==> config.mk <==
export PLATFORM = sky130hd
export DESIGN_NAME = sat_add_pipe
export DESIGN_NICKNAME = d
export VERILOG_FILES = /design/src/rtl/sat_add_pipe.sv
export SDC_FILE = /design/constraint.sdc
export NUM_CORES = 1
export LEC_CHECK = 0
export ABC_CLOCK_PERIOD_IN_PS = 3700
export CORE_ASPECT_RATIO = 1.5
export CORE_MARGIN = 3
export CORE_UTILIZATION = 35
export DETAILED_ROUTE_END_ITERATION = 10
export PLACE_DENSITY = 0.59
export SETUP_SLACK_MARGIN = 0.1
export SYNTH_ARGS = -nofsm -noshare
export SYNTH_HDL_FRONTEND = slang
export SYNTH_SLANG_ARGS = --single-unit
==> constraint.sdc <==
create_clock -name clk -period 3.7 [get_ports clk]
set_clock_uncertainty 0.05 [all_clocks]
set_input_delay 0.37 -clock clk [delete_from_list [all_inputs] [get_ports clk]]
set_output_delay 0.37 -clock clk [all_outputs]
set_load 0.05 [all_outputs]
==> src/rtl/sat_add_pipe.sv <==
// Pipelined signed adder with saturate/wrap overflow handling, an
// accumulate mode for tap summation and a valid/ready stream interface.
// Stage 1 does the arithmetic; later stages only delay the result.
module sat_add_pipe #(
  parameter int WIDTH    = 16,
  parameter int STAGES   = 2,
  parameter int SATURATE = 1
) (
  input  logic                    clk,
  input  logic                    rst,
  input  logic                    in_valid,
  output logic                    in_ready,
  input  logic signed [WIDTH-1:0] a,
  input  logic signed [WIDTH-1:0] b,
  input  logic                    acc_mode,
  input  logic                    acc_clr,
  output logic                    out_valid,
  input  logic                    out_ready,
  output logic signed [WIDTH-1:0] c,
  output logic                    ovf
);

  generate
    if (STAGES < 1 || STAGES > 4) begin : g_bad_stages
      $error("sat_add_pipe: STAGES must be in 1..4");
    end
  endgenerate

  localparam logic signed [WIDTH-1:0] MAX_V = {1'b0, {(WIDTH-1){1'b1}}};
  localparam logic signed [WIDTH-1:0] MIN_V = {1'b1, {(WIDTH-1){1'b0}}};

  // Overflow shows up as the extra sign bit disagreeing with the truncated
  // sign bit, which is the same as "operands agree in sign, result doesn't".
  function automatic logic add_ovf(input logic signed [WIDTH:0] sum);
    return sum[WIDTH] ^ sum[WIDTH-1];
  endfunction

  // On overflow the wide sum's MSB is the operands' common sign, so it
  // picks the clamp direction.
  function automatic logic signed [WIDTH-1:0] clamp_res(input logic signed [WIDTH:0] sum,
                                                        input logic o);
    logic signed [WIDTH-1:0] r;
    r = sum[WIDTH-1:0];
    if (o && SATURATE != 0) r = sum[WIDTH] ? MIN_V : MAX_V;
    return r;
  endfunction

  logic                    advance;
  logic                    accept;
  logic signed [WIDTH-1:0] y_p0;
  logic signed [WIDTH:0]   sum_p0;
  logic                    ovf_p0;
  logic signed [WIDTH-1:0] res_p0;

  logic [STAGES-1:0]       vld_q, vld_d;
  logic [STAGES-1:0]       ovf_q, ovf_d;
  logic signed [WIDTH-1:0] data_q [STAGES];
  logic signed [WIDTH-1:0] data_d [STAGES];
  logic signed [WIDTH-1:0] acc_q, acc_d;

  // Handshake, stage-1 arithmetic and next state of pipeline and accumulator.
  always_comb begin
    advance  = !vld_q[STAGES-1] || out_ready;
    in_ready = advance && !rst;
    accept   = in_valid && in_ready;

    // ---- stage 1 input: operand select and add ----
    if (!acc_mode)    y_p0 = b;
    else if (acc_clr) y_p0 = '0;
    else              y_p0 = acc_q;
    sum_p0 = {a[WIDTH-1], a} + {y_p0[WIDTH-1], y_p0};
    ovf_p0 = add_ovf(sum_p0);
    res_p0 = clamp_res(sum_p0, ovf_p0);

    vld_d  = vld_q;
    ovf_d  = ovf_q;
    data_d = data_q;
    acc_d  = acc_q;

    // ---- stage boundaries: shift everything together, or hold everything ----
    if (advance) begin
      vld_d[0]  = accept;
      ovf_d[0]  = ovf_p0;
      data_d[0] = res_p0;
      for (int i = 1; i < STAGES; i++) begin
        vld_d[i]  = vld_q[i-1];
        ovf_d[i]  = ovf_q[i-1];
        data_d[i] = data_q[i-1];
      end
    end

    // Updating at accept lets back-to-back accumulate beats chain at any depth.
    if (accept && acc_mode) acc_d = res_p0;
  end

  // State registers; reset discards in-flight beats and clears the accumulator.
  always_ff @(posedge clk) begin
    if (rst) begin
      vld_q <= '0;
      ovf_q <= '0;
      acc_q <= '0;
      for (int i = 0; i < STAGES; i++) data_q[i] <= '0;
    end else begin
      vld_q  <= vld_d;
      ovf_q  <= ovf_d;
      acc_q  <= acc_d;
      data_q <= data_d;
    end
  end

  assign out_valid = vld_q[STAGES-1];
  assign c         = data_q[STAGES-1];
  assign ovf       = ovf_q[STAGES-1];

endmodule

==> flow_summary.json, run 1 <==
{
  "outcome": "completed",
  "gp_congestion": 0.820,
  "p_int_mw": 1.14,
  "syn-cell-area_sq_um": 2980,
  "hold_violations": 0,
  "crit_path_frequent_cell": "buf_4",
  "grt_setup_unrepaired": "no",
  "finalWirelength_um": 7530,
  "synthesis.nets": 401,
  "path_cells": "clkdlybuf4s50_1 > buf_4 > nand2_1 > o2bb2ai_1 > ha_1 > inv_1 > fa_1 > nor2b_1 > o31a_1 > o21a_1 > a2bb2oi_1 > buf_4 > maj3_1 > o21ai_0",
  "yosysUniqueCellTypes": 46,
  "port_buffers": 56,
  "syn_inst": 346,
  "cts-buffers-inserted": 5,
  "die_area_sq_um": 9690,
  "die_y_um": 119,
  "p_leak_nw": 1.53,
  "ys_ff_latch": 52,
  "io_pins": 57,
  "grt_pass1_vias": 2658,
  "period_needed_ps": 3330,
  "rows": 40,
  "path_buf_inv": 4,
  "ff2ff_path_depth": 11,
  "cts.sinks": 52,
  "cp_top_family": "adder cells",
  "cp_num_cells": 14,
  "seq_power_share": 0.400,
  "arrival_ps": 3490,
  "ys_warn_count": 0,
  "synth_edf_count": 0,
  "worst_pin_slew_ps": 664,
  "hp-class": "flop to flop",
  "hold_ws_ps": 385,
  "swShare": 0.313,
  "switching_power_mw": 0.520,
  "maxSlewViolCount": 0,
  "cts_buffer_depth": 2,
  "htreeDepth": 2,
  "reg2reg_slack_ps": 830,
  "drt_iter0_markers": 134,
  "hpwl_um": 6280,
  "worst_slack_ps": 366,
  "path_max_fanout": 18,
  "r2r-start": "acc_q[1]",
  "cts_hold_buffers": 0,
  "syn_avg_cell_area_sq_um": 8.62,
  "power_frac_comb": 0.325,
  "num_antenna_cells": 0,
  "coreArea_sq_um": 8160,
  "clock_latency_ps": 280,
  "cap_violations": 0,
  "rr_endpoint": "acc_q[0]",
  "clkPwrFrac": 0.275,
  "root_buffer": "clkbuf_16",
  "critPathCapture": "acc_q[0]",
  "remaining_drc_errors": 0,
  "setup_viol": 0,
  "avgViaCountPerCell": 5.20,
  "layout-drive-gt1-share": 0.104,
  "postRouteAntennaNets": 0,
  "required_ps": 3850,
  "crit_path_end_kind": "flop",
  "num_vias": 2638,
  "place_ws_ps": -22.8,
  "antenna_found_initial": 0,
  "ys_async_sr_fraction": 0,
  "fin_crit_sh": 0.901,
  "grt_use_total": 0.166,
  "grt.overflow.total": 0,
  "crit_start": "acc_mode",
  "ys.flop_type": "dfxtp_1",
  "startpoint_type": "primary input",
  "syn_to_final_growth_pct": 28.7,
  "slew_headroom": 0.553,
  "die_x_um": 81.4,
  "synth-seq-area-share": 0.349,
  "grt_pass1_wl_um": 12700,
  "firstDrtPassIters": 4,
  "final_nets": 456,
  "cpMaxStageDelayCell": "clkdlybuf4s50_1",
  "drt-wirelength-per-cell_um": 14.9,
  "vdd_drop_max_v": 0.000295,
  "min-delay-start": "data_q[22]",
  "cpPeakStageDelay_ps": 470,
  "start_util": 0.366,
  "grt_start_max_net_pins": 32,
  "path_clk_slew_ps": 60,
  "crit_type": "primary input to flop",
  "fmax_ghz": 0.300,
  "cts_tree": "done",
  "p_per_area_nw_per_um2": 433,
  "power.total_mw": 1.66
}
-- what timing repair did --
action,4_1_cts,5_1_grt
endpoints found under the setup margin,0,22
gates resized for setup,0,2
buffers inserted,0,0
hold endpoints to repair,0,0
-- through the flow --
step,instance area (sq um),std cells,TNS (ps),util
global placement,3690,499,0,0.452
finish,3840,507,0,0.471
global route,3840,507,0,0.471
CTS,3840,507,0,0.471
detailed placement,3690,499,-81.7,0.452
floorplan,2980,346,0,-
-- final cells by class --
cell class	count	area [sq um]
clock inverter	2	10.0
inverter	8	30.0
sequential	52	1040
clock buffer	6	139
multi-input combinational	252	1720
timing repair buffer	82	768
fill	818	4320
tap	105	131
-- registers in the layout, indices dropped and copies added (netlist names) --
register,count
ovf_q,2
vld_q,2
data_q,16
acc_q,16
c,16
-- how the worst min path moves through the flow --
stage                       to  slack (ps)  cells past startpoint
global placement    data_q[22]         380                      2
global route        data_q[16]         420                      2
floorplan           data_q[19]         370                      2
detailed placement  data_q[22]         380                      2
finish              data_q[22]         390                      2
CTS                 data_q[22]         390                      2
-- layout by cell type, fill, tap and decap left out, types with 4 or more instances in the layout --
master,netlist,final
o21a_1,6,6
o2bb2ai_1,15,15
nand3b_1,8,8
a22o_1,22,22
a21o_1,6,6
xor2_1,4,4
o211ai_1,7,7
xnor2_1,8,8
a31oi_1,4,4
maj3_1,9,9
clkdlybuf4s50_1,0,56
o21ai_0,27,27
buf_4,16,25
ha_1,16,16
inv_1,7,7
clkbuf_16,0,5
nand2_1,46,46
dfxtp_1,52,52
nor2_1,18,17
a21oi_1,20,20
-- tightest hold or removal path: stages (launching register included) --
cell and delay (ps):
dfxtp_1 310, nand2_1 50, nand2_1 40
-- metal layers --
metal  share of wire  GRT usage
met4           0.037     0.0856
met1            0.42      0.201
met3           0.028     0.0144
met5               0          0
met2            0.52      0.284
-- synthesized netlist by cell type (2+ instances only) --
master | count | share of area
clkbuf_1 | 14 | 0.018
o2bb2ai_1 | 15 | 0.044
a21oi_1 | 20 | 0.034
nand3_1 | 2 | 0.0034
xor2_1 | 4 | 0.012
and3_1 | 3 | 0.0063
o211ai_1 | 7 | 0.018
a31oi_1 | 4 | 0.0084
buf_4 | 16 | 0.040
nand2_1 | 46 | 0.058
buf_1 | 2 | 0.0025
nor3_1 | 2 | 0.0034
o21ai_0 | 27 | 0.045
inv_1 | 7 | 0.0088
maj3_1 | 9 | 0.030
nand2b_1 | 3 | 0.0063
dfxtp_1 | 52 | 0.35
o211a_1 | 2 | 0.0067
maj3_2 | 2 | 0.0075
nor2b_1 | 3 | 0.0063
a21o_1 | 6 | 0.015
o21a_1 | 6 | 0.015
nand3b_1 | 8 | 0.020
nor3b_1 | 3 | 0.0075
xnor2_1 | 8 | 0.023
a211oi_2 | 2 | 0.0084
a22o_1 | 22 | 0.065
nor2_1 | 18 | 0.023
ha_1 | 16 | 0.067
-- power by group through the flow --
stage,Sequential (mW),Combinational [mW],Clock [mW]
after global placement,0.679,0.533,0
after CTS,0.667,0.541,0.474
after floorplan,0.673,0.376,0
after detailed placement,0.679,0.541,0
after global routing,0.675,0.591,0.488
final,0.666,0.540,0.458
-- logic make-up after synthesis --
family,count (synthesis),share of synthesized area
DFF,52,0.349
AOI/OAI and AO/OA,118,0.277
adders and majority gates,28,0.112
muxes,1,0.00335
buffers and inverters,42,0.0759
xor gates and xnor gates,12,0.0352
and+or+nand+nor,93,0.148
No activity file was read; power rests on OpenSTA's default activity.
==> run 2: changes to the inputs <==
--- a/config.mk
+++ b/config.mk
@@ -6,6 +6,7 @@
 export NUM_CORES = 1
 export LEC_CHECK = 0
 export ABC_CLOCK_PERIOD_IN_PS = 3700
+export CAP_MARGIN = 20
 export CORE_ASPECT_RATIO = 1.5
 export CORE_MARGIN = 3
 export CORE_UTILIZATION = 35
==> results of run 2 <==
Same layout as run 1: the final DEF is identical, and so are final timing and power.
